## config.mk

```make
export PLATFORM = sky130hd
export DESIGN_NAME = axi_sram_slave
export DESIGN_NICKNAME = d
export VERILOG_FILES = /design/src/rtl/axi_sram_slave_pkg.sv /design/src/rtl/axi_burst_addr.sv /design/src/rtl/axi_sram_slave.sv
export SDC_FILE = /design/constraint.sdc
export NUM_CORES = 1
export LEC_CHECK = 0
export BUFFER_PORTS_ARGS = -buffer_cell sky130_fd_sc_hd__buf_2
export CORE_MARGIN = 2
export CORE_UTILIZATION = 41
export DETAILED_ROUTE_END_ITERATION = 8
export GPL_ROUTABILITY_DRIVEN = 0
export PLACE_DENSITY = 0.67
export SLEW_MARGIN = 30
export SYNTH_ARGS = -nofsm -noshare
export SYNTH_HDL_FRONTEND = slang
export SYNTH_HIERARCHICAL = 1
export SYNTH_SLANG_ARGS = --single-unit
```

## constraint.sdc

```tcl
create_clock -name clk -period 8.3 [get_ports clk]
set_input_delay 1.66 -clock clk [delete_from_list [all_inputs] [get_ports clk]]
set_output_delay 1.66 -clock clk [all_outputs]
set_load 0.05 [all_outputs]
```

## src/rtl/axi_sram_slave_pkg.sv

```systemverilog
// ---------------------------------------------------------------------------
// axi_sram_slave_pkg
//   Shared bus definitions for the AXI-to-SRAM slave: burst, response and
//   size codes, the controller state encoding, and the burst legality check.
//   No ports (package).
// ---------------------------------------------------------------------------
package axi_sram_slave_pkg;

   // AXI burst type codes
   localparam logic [1:0] BURST_FIXED = 2'b00;
   localparam logic [1:0] BURST_INCR  = 2'b01;
   localparam logic [1:0] BURST_WRAP  = 2'b10;
   localparam logic [1:0] BURST_RSVD  = 2'b11;

   // AXI response codes
   localparam logic [1:0] RESP_OKAY   = 2'b00;
   localparam logic [1:0] RESP_SLVERR = 2'b10;

   // AXI transfer size codes (bytes per beat = 1 << size)
   localparam logic [2:0] SIZE_1B = 3'd0;
   localparam logic [2:0] SIZE_2B = 3'd1;
   localparam logic [2:0] SIZE_4B = 3'd2;

   // Controller states
   typedef enum logic [2:0] {
      IDLE    = 3'd0,
      RD_REQ  = 3'd1,
      RD_DATA = 3'd2,
      WR_DATA = 3'd3,
      WR_RESP = 3'd4
   } state_t;

   // A burst is served with SLVERR (no SRAM traffic) when its type is
   // reserved, its beats are wider than the 32-bit bus, it is longer than
   // the slave accepts, or it is a WRAP whose length is not 2/4/8/16 beats.
   function automatic logic burst_is_err(input logic [1:0]  burst,
                                         input logic [2:0]  size,
                                         input logic [7:0]  len,
                                         input int unsigned max_len);
      logic bad_wrap;
      logic too_long;
      bad_wrap = (burst == BURST_WRAP) &&
                 !((len == 8'd1) || (len == 8'd3) || (len == 8'd7) || (len == 8'd15));
      too_long = (({24'd0, len} + 32'd1) > max_len);
      return (burst == BURST_RSVD) || (size > SIZE_4B) || too_long || bad_wrap;
   endfunction

endpackage

```

## src/rtl/axi_burst_addr.sv

```systemverilog
// ---------------------------------------------------------------------------
// axi_burst_addr
//   Combinational next-beat address for an AXI burst.
//   Ports:
//     addr      in  32  current beat address
//     size      in  3   bytes per beat = 1 << size
//     len       in  8   beats in burst minus one
//     burst     in  2   FIXED / INCR / WRAP
//     next_addr out 32  address of the following beat
// ---------------------------------------------------------------------------
module axi_burst_addr
   import axi_sram_slave_pkg::*;
(
   input  logic [31:0] addr,
   input  logic [2:0]  size,
   input  logic [7:0]  len,
   input  logic [1:0]  burst,
   output logic [31:0] next_addr
);

   logic [31:0] step;
   logic [31:0] incr_addr;
   logic [31:0] wrap_mask;

   always_comb begin
      step      = 32'd1 << size;
      incr_addr = addr + step;
      // Total bytes in a wrap burst is (len+1) << size, a power of two for
      // legal wraps; the bits below it wrap, the bits above stay put.
      wrap_mask = (({24'd0, len} + 32'd1) << size) - 32'd1;
      next_addr = addr;
      case (burst)
         BURST_INCR: next_addr = incr_addr;
         BURST_WRAP: next_addr = (addr & ~wrap_mask) | (incr_addr & wrap_mask);
         default:    next_addr = addr;
      endcase
   end

endmodule

```

## src/rtl/axi_sram_slave.sv

```systemverilog
// ---------------------------------------------------------------------------
// axi_sram_slave
//   AXI3-style slave serving one burst at a time from a single-port SRAM
//   with one cycle of read latency.
//   Ports:
//     clk, rst                 clock (rising edge), synchronous active-low reset
//     ar*  / arready           read address channel
//     rid, rdata, rresp, rlast, rvalid / rready   read data channel
//     aw*  / awready           write address channel
//     wid, wdata, wstrb, wlast, wvalid / wready   write data channel
//     bid, bresp, bvalid / bready                 write response channel
//     sram_en, sram_write_en, sram_addr, sram_write_data, sram_read_data
//                              SRAM port (read data valid one cycle after en)
//   Parameter:
//     BURST_LEN_MAX            longest burst (beats) accepted without error
// ---------------------------------------------------------------------------
module axi_sram_slave
   import axi_sram_slave_pkg::*;
#(
   parameter int unsigned BURST_LEN_MAX = 16
) (
   input  logic        clk,
   input  logic        rst,
   // read address channel
   input  logic [3:0]  arid,
   input  logic [31:0] araddr,
   input  logic [7:0]  arlen,
   input  logic [2:0]  arsize,
   input  logic [1:0]  arburst,
   input  logic [1:0]  arlock,
   input  logic [3:0]  arcache,
   input  logic [2:0]  arprot,
   input  logic        arvalid,
   output logic        arready,
   // read data channel
   output logic [3:0]  rid,
   output logic [31:0] rdata,
   output logic [1:0]  rresp,
   output logic        rlast,
   output logic        rvalid,
   input  logic        rready,
   // write address channel
   input  logic [3:0]  awid,
   input  logic [31:0] awaddr,
   input  logic [7:0]  awlen,
   input  logic [2:0]  awsize,
   input  logic [1:0]  awburst,
   input  logic [1:0]  awlock,
   input  logic [3:0]  awcache,
   input  logic [2:0]  awprot,
   input  logic        awvalid,
   output logic        awready,
   // write data channel
   input  logic [3:0]  wid,
   input  logic [31:0] wdata,
   input  logic [3:0]  wstrb,
   input  logic        wlast,
   input  logic        wvalid,
   output logic        wready,
   // write response channel
   output logic [3:0]  bid,
   output logic [1:0]  bresp,
   output logic        bvalid,
   input  logic        bready,
   // SRAM port
   output logic        sram_en,
   output logic [3:0]  sram_write_en,
   output logic [31:0] sram_addr,
   output logic [31:0] sram_write_data,
   input  logic [31:0] sram_read_data
);

   // Handshake rule on every channel: a transfer happens on the rising edge
   // where valid and ready are both 1; the source holds valid and payload
   // stable until then, and ready may depend combinationally on valid.

   state_t      state_q, state_d;
   logic [3:0]  id_q;
   logic [31:0] addr_q;
   logic [7:0]  len_q;
   logic [7:0]  beat_q;
   logic [2:0]  size_q;
   logic [1:0]  burst_q;
   logic        err_q;
   logic        prio_wr_q;     // next contended grant goes to the write side
   logic        rd_first_q;    // first RD_DATA cycle: SRAM data is live
   logic [31:0] rdata_hold_q;  // SRAM data held for rready stalls

   logic [31:0] next_addr;
   logic [31:0] word_addr;
   logic        grant_rd, grant_wr;
   logic        ar_hs, aw_hs, r_hs, w_hs, b_hs;
   logic        last_beat;
   logic        ar_err, aw_err;

   // Sideband fields that this slave deliberately does not act on.
   logic        unused_inputs;
   assign unused_inputs = ^{arlock, arcache, arprot, awlock, awcache, awprot, wid};

   axi_burst_addr u_burst_addr (
      .addr      (addr_q),
      .size      (size_q),
      .len       (len_q),
      .burst     (burst_q),
      .next_addr (next_addr)
   );

   assign word_addr = {addr_q[31:2], 2'b00};
   assign last_beat = (beat_q == len_q);
   assign ar_err    = burst_is_err(arburst, arsize, arlen, BURST_LEN_MAX);
   assign aw_err    = burst_is_err(awburst, awsize, awlen, BURST_LEN_MAX);

   // Read wins a tie unless the previous tie went to read.
   assign grant_rd = arvalid && !(awvalid && prio_wr_q);
   assign grant_wr = awvalid && !grant_rd;

   assign ar_hs = arvalid && arready;
   assign aw_hs = awvalid && awready;
   assign r_hs  = rvalid  && rready;
   assign w_hs  = wvalid  && wready;
   assign b_hs  = bvalid  && bready;

   // Outputs are forced to zero while reset is held so that an abandoned
   // burst cannot touch the SRAM or complete a handshake.
   always_comb begin
      arready         = 1'b0;
      awready         = 1'b0;
      rid             = 4'd0;
      rdata           = 32'd0;
      rresp           = RESP_OKAY;
      rlast           = 1'b0;
      rvalid          = 1'b0;
      wready          = 1'b0;
      bid             = 4'd0;
      bresp           = RESP_OKAY;
      bvalid          = 1'b0;
      sram_en         = 1'b0;
      sram_write_en   = 4'd0;
      sram_addr       = 32'd0;
      sram_write_data = 32'd0;
      if (rst) begin
         case (state_q)
            IDLE: begin
               arready = grant_rd;
               awready = grant_wr;
            end
            RD_REQ: begin
               if (!err_q) begin
                  sram_en   = 1'b1;
                  sram_addr = word_addr;
               end
            end
            RD_DATA: begin
               rvalid = 1'b1;
               rid    = id_q;
               rlast  = last_beat;
               rresp  = err_q ? RESP_SLVERR : RESP_OKAY;
               if (!err_q) rdata = rd_first_q ? sram_read_data : rdata_hold_q;
            end
            WR_DATA: begin
               wready = 1'b1;
               if (wvalid && !err_q) begin
                  sram_en         = 1'b1;
                  sram_write_en   = wstrb;
                  sram_addr       = word_addr;
                  sram_write_data = wdata;
               end
            end
            WR_RESP: begin
               bvalid = 1'b1;
               bid    = id_q;
               bresp  = err_q ? RESP_SLVERR : RESP_OKAY;
            end
            default: ;
         endcase
      end
   end

   always_comb begin
      state_d = state_q;
      case (state_q)
         IDLE: begin
            if (ar_hs)      state_d = RD_REQ;
            else if (aw_hs) state_d = WR_DATA;
         end
         RD_REQ:  state_d = RD_DATA;
         RD_DATA: if (r_hs) state_d = last_beat ? IDLE : RD_REQ;
         // The burst ends on wlast or on the counted last beat, whichever
         // comes first, so a master that forgets wlast cannot hang the slave.
         WR_DATA: if (w_hs && (wlast || last_beat)) state_d = WR_RESP;
         WR_RESP: if (b_hs) state_d = IDLE;
         default: state_d = IDLE;
      endcase
   end

   always_ff @(posedge clk) begin
      if (!rst) begin
         state_q      <= IDLE;
         id_q         <= 4'd0;
         addr_q       <= 32'd0;
         len_q        <= 8'd0;
         beat_q       <= 8'd0;
         size_q       <= 3'd0;
         burst_q      <= 2'b00;
         err_q        <= 1'b0;
         prio_wr_q    <= 1'b0;
         rd_first_q   <= 1'b0;
         rdata_hold_q <= 32'd0;
      end else begin
         state_q <= state_d;

         if (state_q == IDLE && arvalid && awvalid) prio_wr_q <= ~prio_wr_q;

         if (ar_hs) begin
            id_q    <= arid;
            addr_q  <= araddr;
            len_q   <= arlen;
            size_q  <= arsize;
            burst_q <= arburst;
            err_q   <= ar_err;
            beat_q  <= 8'd0;
         end else if (aw_hs) begin
            id_q    <= awid;
            addr_q  <= awaddr;
            len_q   <= awlen;
            size_q  <= awsize;
            burst_q <= awburst;
            err_q   <= aw_err;
            beat_q  <= 8'd0;
         end

         if (state_q == RD_REQ) rd_first_q <= 1'b1;
         if (state_q == RD_DATA && rd_first_q) begin
            rdata_hold_q <= sram_read_data;
            rd_first_q   <= 1'b0;
         end

         if ((r_hs && !last_beat) || w_hs) begin
            addr_q <= next_addr;
            beat_q <= beat_q + 8'd1;
         end
      end
   end

endmodule

```

# == After elaboration in Yosys (flattened, before gate mapping) ==
# Cells that the tools add are included.
# word_totals
reg_bits,95
in_bits,196
out_inout_bits,119
elab_cells,158
# classes
addsub,6
magnitude_cmp,4
eq_ne,24
shifts,2
n_mux,63
bitwise,6
n_reduce_logical,42
# ops
cell,count
$mux W32,13
$pmux W32 S2,2
$and A32 B32 Y32,2
$mux W8,5
$mux W4,9
$add A32 B32 Y32,1
$not A32 Y32,1
$or A32 B32 Y32,1
$shl A1 B3 Y32 const A,1
$shl A32 B3 Y32,1
$sub A32 B1 Y32 const B,1
$add A8 B1 Y9 const B,3
$mux W3,7
$gt A9 B5 Y1 const B,2
$mux W1,18
$eq A8 B1 Y1 const B,2
$eq A8 B2 Y1 const B,2
$eq A8 B3 Y1 const B,2
$eq A8 B4 Y1 const B,2
$logic_and A1 B1 Y1,16
$pmux W3 S5,1
$logic_or A1 B1 Y1,14
$mux W2,7
$eq A2 B2 Y1 const B,5
19 further kinds,29

# == Depth between registers and ports, before layout ==
# Gate-level depths: netlist of the first run.
# logic_depth
depth_word,11
depth_mapped,19
ltp_nobuf,16

# == Cells and area by module ==
# Netlist of the first run, hierarchy kept.
# modules_own_cells
mod,instances,cells_each,area_each_um2,seq_area_each_um2
axi_sram_slave,1,782,5978.2,1901.8
axi_burst_addr,1,481,2992.9,0.0

# == Worst setup path after synthesis of the first run ==
# No wires, ideal clock.
# synth_timing
kind,input to output
from,input port rst
to,output port bid[0]
t_arrival_ns,4.506
t_required_ns,6.640
path_slack_ns,2.134
path_stages,5
path_buffers,2
path_cell_list,buf_4 -> clkinv_1 -> buf_2 -> nor4_1 -> and2_1
# synth_between
elab_chain_len,1
# synth_rtl
item,line_no,source
from (decl),axi_sram_slave.sv:23,"input logic rst,"
$mux W4,axi_sram_slave.sv:141,if (rst) begin
to (decl),axi_sram_slave.sv:61,"output logic [3:0] bid,"
# Every way passes these cells.

# == Final worst setup path of the first run ==
# layout_timing
from,input port rst
to,output port sram_write_data[29]
# layout_between
elab_chain_len,1
# layout_rtl
item,line_no,source
$mux W32,axi_sram_slave.sv:141,
to (decl),axi_sram_slave.sv:69,"output logic [31:0] sram_write_data,"
# Every way passes these cells.

==> results.py, run 1 <==
metrics = {
    "setup_path": {
        "path_class": "in2out",
        "cp-start-kind": "primary input",
        "worstPathMaxFanout": 65,
        "r2r_slack_ns": 3.61,
        "cp-startpoint": "rst",
        "worstPathRequired_ns": 6.64,
        "endpoint_kind": "primary output",
        "crit_arrival_ns": 3.82,
        "cp_cell_sequence": "buf_2, and4b_1, and2_2, buf_4, nor2b_1, buf_4, and2_1, buf_2",
        "path_delay_family": "buffers and inverters",
        "critPathSlowestCell": "buf_4",
        "r2r_start": "size_q[1]",
        "critPathBufInv": 4,
        "slowest_delay_ns": 0.52,
    },
    "route": {
        "ant_nets": 0,
        "wl_per_cell_um": 17.4,
        "drt-total-wl_mm": 30.5,
        "drt_iter0_drc": 825,
        "remaining_drc_errors": 0,
        "via_count": 10200,
        "drtPass1Iterations": 5,
        "avgViaCountPerCell": 5.80,
    },
    "yosys": {
        "synth_top_area_cell": "dfxtp_1",
        "syn_avg_cell_area_um2": 7.10,
        "ys_seq_area_share_pct": 21.2,
        "syn_area_um2": 8970,
        "yosys_warnings": 6,
        "syn_inst": 1263,
        "ys.flop_type": "dfxtp_1",
        "synth_edf_count": 0,
        "async_flop_share_pct": 0,
        "synth_cell_types": 93,
        "yosysMostFrequentCell": "a21oi_1",
        "synth_top_area_share_pct": 21.2,
        "synthTopCellsByArea": "dfxtp_1 21%, a21oi_1 8.5%, and2_1 6.7%",
        "synth_top_cells_by_count": "153 x a21oi_1, 135 x nand2_1, 135 x nor2_1",
        "ys_seq_elements": 95,
    },
    "timing": {
        "finalMaxSlewViolations": 0,
        "max_freq_mhz": 183,
        "rsz0062_at_grt": "no",
        "hold_violations": 0,
        "worst_pin_slew_ns": 0.972,
        "relSlewSlack_pct": 34.7,
        "timing.hold.ws_ns": 0.457,
        "setup_slack_ns": 2.82,
        "fin_crit_ns": 5.48,
        "finalSetupTns_ns": 0,
        "finalCritPeriodShare_pct": 66.0,
        "setup_violations": 0,
        "worst_clock_skew_ns": 0.00976,
    },
    "global_routing": {
        "grt_max_degree": 74,
        "grt_pass1_wl_mm": 50.0,
        "grt_antenna_before_repair": 2,
        "overflow": 0,
        "grt_pass1_vias": 9600,
        "grt_usage_pct": 25.5,
    },
    "pwr": {
        "power_mw": 2.44,
        "leakagePower_nw": 4.54,
        "vdd_drop_max_mv": 0.130,
        "powerDensity_nw_per_um2": 229,
    },
    "placement": {
        "dp_hpwl_mm": 21.8,
        "place_inst": 1740,
        "port_buffers": 288,
        "pre_cts_ws_ns": 2.83,
    },
    "die": {
        "die_h_um": 152,
        "core-area_um2": 21600,
        "die_area_um2": 23100,
        "core.rowCount": 54,
        "die_w_um": 152,
        "ios": 315,
        "start_util_pct": 41.5,
    },
    "clock_tree": {
        "cts.path.max_buffers": 2,
        "ctsHoldBuffers": 0,
        "postCtsSetupBuffers": 0,
        "clk_latency_ns": 0.35,
        "path_clk_slew_ns": 0.06,
        "cts_resized": 0,
        "cts_tree": "yes",
        "htreeDepth": 3,
        "numCtsBuffers": 9,
        "cts-root-buf": "clkbuf_16",
        "cts_sinks": 95,
    },
    "cells_and_area": {
        "drive_gt1_share_pct": 24.7,
        "area_delta_synth_final_pct": 19.0,
        "instances_no_fill": 1757,
        "nets": 1682,
    },
    "hold_path": {
        "hold_start": "rdata_hold_q[11]",
        "hold_path_class": "reg2reg",
    },
    "run_status": {
        "status": "complete, no violations",
    },
    "flow_run": {
        "maxCapViolations": 0,
    },
}
## layer usage
| metal | up-vias | track usage [%] | wire length, um |
|---|---|---|---|
| li1 | 5004 | - | - |
| met1 | 4703 | 34.3 | 13600 |
| met2 | 449 | 41.5 | 13900 |
| met3 | 37 | 6.02 | 2580 |
| met4 | 2 | 6.19 | 423 |
| met5 | - | 0 | 13 |
## state kept, by name, indices dropped and copies added, names as in the netlist, 2 cells and up
| name | flops |
|---|---|
| burst_q | 2 |
| state_q | 3 |
| addr_q | 32 |
| len_q | 8 |
| beat_q | 8 |
| size_q | 3 |
| id_q | 4 |
| rdata_hold_q | 32 |
## through the flow
stage                     util, %  cell area, um^2
after floorplan                 -             8980
after global placement       48.0            10400
after detailed placement     48.1            10400
after CTS                    49.4            10700
after global routing         49.4            10700
final                        49.4            10700
## cells by family after synthesis
kind of cell | after synthesis | synth area share [%]
flip-flops | 95 | 21.2
AO/OA/AOI/OAI | 389 | 28.8
adder cells (fa/ha/maj) | 15 | 2.18
other | 1 | 0.0418
AND/OR/NAND/NOR | 545 | 32.0
XOR/XNOR | 28 | 2.73
multiplexers | 55 | 6.15
buffers and inverters | 135 | 6.96
## placed cells by master (no fill, tap or decap), types with 5 or more instances in the layout
cell type and count:
a311oi_1 12, o21a_1 8, o31ai_1 6, a21o_1 7, nor2b_1 15, mux2i_1 54, xor2_1 17, a211oi_1 23
nor4_1 17, and2_1 95, nor3_1 24, nand2b_1 9, nand4_1 5, nand2_1 135, a32oi_1 8, a31oi_1 17
buf_2 288, a2111oi_1 8, o211ai_1 6, nor4_2 7, dfxtp_1 94, nand3_1 42, nor2_1 135, ha_1 14
o22ai_1 6, a21oi_1 153, xnor2_1 11, clkbuf_16 9, inv_1 22, a2111o_1 17, a2111oi_0 11, buf_4 17
o21ai_0 53, and3_1 20
## power by group
part           leakage (nW)  switching [mW]  internal, mW  total (mW)
logic                  3.62           0.816         0.503        1.32
clock network         0.140           0.198         0.212       0.410
registers             0.776           0.174         0.541       0.715
total                  4.54            1.19          1.26        2.44
## worst paths after layout
kind | to | depth (start not counted)
setup / recovery | sram_write_data[29] | 8
hold / removal | rdata_hold_q[11] | 2
setup reg to reg | addr_q[17] | 14
hold reg to reg | rdata_hold_q[11] | 2
## area by class of cell
type | instances | area, um^2
diodes | 1 | 2.50
clock buffers | 11 | 243
clock inverters | 5 | 32.5
fillers | 2218 | 10900
inverters | 24 | 91.3
multi-input cells | 1036 | 6480
flip-flops and latches | 95 | 1910
well taps | 280 | 350
repair buffers | 305 | 1570
## worst register-to-register path, delay by kind of cell, from the launching register on
kind	cells	cell delay (ns)
buffers and inverters	1	0.07
AOI/OAI and AO/OA	7	2.05
DFF	1	0.83
and+or+nand+nor	5	1.39
adders and majority gates	1	0.27
(Power assumes the default switching activity.)
==> run 2: changes to the inputs <==
- ABC_AREA: not set -> 1
- PLACE_DENSITY: 0.67 -> 0.66
- clock period: 8.3 -> 5.2 ns (I/O delays scaled with it)
==> results.py, run 2 <==
metrics = {
    "hold_path": {
        "hold_path_class": "reg2reg",
    },
    "yosys": {
        "synth_top_cells_by_count": "411 x nand2_1, 268 x inv_1, 195 x nor2_1",
        "synthTopCellsByArea": "dfxtp_1 20%, nand2_1 16%, inv_1 11%",
        "ys_seq_area_share_pct": 20.2,
        "yosys_warnings": 6,
        "ys.flop_type": "dfxtp_1",
        "synth_cell_types": 50,
        "syn_inst": 1625,
        "synth_top_area_share_pct": 20.2,
        "async_flop_share_pct": 0,
        "synth_top_area_cell": "dfxtp_1",
        "ys_seq_elements": 95,
        "synth_edf_count": 0,
        "yosysMostFrequentCell": "nand2_1",
        "syn_avg_cell_area_um2": 5.79,
        "syn_area_um2": 9410,
    },
    "clock_tree": {
        "cts_sinks": 95,
        "cts_tree": "yes",
        "clk_latency_ns": 0.36,
        "cts-root-buf": "clkbuf_16",
        "ctsHoldBuffers": 0,
        "cts_resized": 0,
        "postCtsSetupBuffers": 0,
        "cts.path.max_buffers": 2,
        "path_clk_slew_ns": 0.07,
        "numCtsBuffers": 9,
        "htreeDepth": 3,
    },
    "global_routing": {
        "overflow": 0,
        "grt_antenna_before_repair": 2,
        "grt_pass1_wl_mm": 51.8,
        "grt_pass1_vias": 10400,
        "grt_max_degree": 67,
        "grt_usage_pct": 26.0,
    },
    "placement": {
        "port_buffers": 288,
        "dp_hpwl_mm": 23.5,
    },
    "timing": {
        "worst_clock_skew_ns": 0.0125,
        "rsz0062_at_grt": "no",
        "fin_crit_ns": 3.88,
        "max_freq_mhz": 258,
        "finalSetupTns_ns": 0,
        "worst_pin_slew_ns": 0.902,
        "finalCritPeriodShare_pct": 74.5,
        "relSlewSlack_pct": 39.8,
        "setup_violations": 0,
        "finalMaxSlewViolations": 0,
        "hold_violations": 0,
        "timing.hold.ws_ns": 0.481,
    },
    "die": {
        "die_area_um2": 24200,
        "core-area_um2": 22600,
        "start_util_pct": 41.7,
        "ios": 315,
        "core.rowCount": 55,
        "die_w_um": 156,
        "die_h_um": 156,
    },
    "setup_path": {
        "crit_arrival_ns": 4.15,
        "worstPathRequired_ns": 5.48,
        "r2r_slack_ns": 1.32,
        "path_delay_family": "simple AND/OR/NAND/NOR gates",
        "cp_cell_sequence": "nor3_1, ha_1, inv_1, fa_1, o21ai_1, nand3_1, nand2_1, inv_1, nor2_1, nand2_1, nor3_1, xor2_1, o21ai_0, inv_1, a21oi_2, inv_1, nand2_1, nand2_1, a21oi_1",
        "critPathSlowestCell": "dfxtp_1",
        "slowest_delay_ns": 0.53,
        "endpoint_kind": "flip-flop",
        "worstPathMaxFanout": 19,
        "cp-start-kind": "flip-flop",
        "critPathBufInv": 4,
        "path_class": "reg2reg",
    },
    "pwr": {
        "leakagePower_nw": 5.85,
        "powerDensity_nw_per_um2": 375,
        "vdd_drop_max_mv": 0.219,
    },
    "cells_and_area": {
        "final_util_pct": 49.6,
        "ff_latch_area_um2": 1900,
        "mostFrequentLayoutCells": "407 x nand2_1, 288 x buf_2, 268 x inv_1",
        "layout_commonest_cell": "nand2_1",
        "area_delta_synth_final_pct": 19.1,
        "multi_input_area_um2": 6020,
        "nets": 2063,
        "fillers": 2380,
        "biggestRegsByFlops": "addr_q: 32 flops, rdata_hold_q: 32 flops",
        "drive_gt1_share_pct": 21.8,
    },
    "flow_run": {
        "maxCapViolations": 0,
    },
    "run_status": {
        "status": "complete, no violations",
    },
    "route": {
        "wl_per_cell_um": 14.9,
        "avgViaCountPerCell": 5.29,
        "drt_iter0_drc": 995,
        "ant_nets": 0,
        "via_count": 11300,
        "remaining_drc_errors": 0,
        "drt-total-wl_mm": 32.0,
        "drtPass1Iterations": 6,
    },
}
[run 2: report_power, final]
part / switching, mW / internal, mW / total, mW / leakage, nW
clock network: 0.313 / 0.367 / 0.680 / 0.138
registers: 0.181 / 0.879 / 1.06 / 0.775
logic: 1.70 / 0.760 / 2.46 / 4.94
total: 2.20 / 2.01 / 4.20 / 5.85
[run 2: routing by layer]
| layer | vias up | global-route usage, % | wire length (um) |
|---|---|---|---|
| li1 | 5689 | - | - |
| met2 | 468 | 42.6 | 14500 |
| met4 | 2 | 6.33 | 477 |
| met3 | 30 | 5.46 | 2740 |
| met1 | 5150 | 34.9 | 14200 |
| met5 | - | 0 | 13 |
[run 2: kinds of logic (layout without fill, tap and decap cells)]
logic type | Yosys count | after routing | share of synthesized area, %
AOI/OAI and AO/OA | 245 | 245 | 16.7
xor gates and xnor gates | 34 | 34 | 3.16
adders and majority gates | 15 | 15 | 2.07
buffers and inverters | 375 | 604 | 16.2
DFF | 95 | 95 | 20.2
other | 1 | 5 | 0.0398
and+or+nand+nor | 860 | 860 | 41.6
[run 2: cell type report]
type / count / area share (%)
multi-input cells: 1158 / 53.7
flip-flops and latches: 95 / 17.0
repair buffers: 304 / 13.9
inverters: 284 / 9.54
well taps: 285 / 3.18
clock buffers: 13 / 2.41
clock inverters: 3 / 0.212
diodes: 1 / 0.0223
[run 2: final timing paths]
| path | to | depth (start not counted) | start |
|---|---|---|---|
| max | addr_q[28] | 19 | size_q[2] |
| min | rdata_hold_q[6] | 2 | rdata_hold_q[6] |
| max reg2reg | addr_q[28] | 19 | size_q[2] |
| min reg2reg | rdata_hold_q[6] | 2 | rdata_hold_q[6] |
[run 2: worst min-delay path, delay by kind of cell, from the launching register on]
kind            cells  cell delay, ns
flops               1            0.30
buf+inv             1            0.06
compound gates      1            0.07
[run 2: stage by stage]
step                cell area, um^2  total power, mW  worst slack (ns)  std cells
floorplan                      9420             2.91             0.962       1628
global placement              10900             3.47              1.29       2126
detailed placement            10900             3.51              1.37       2126
CTS                           11200             4.19              1.36       2142
global route                  11200             4.59             0.945       2142
finish                        11200             4.20              1.32       2143
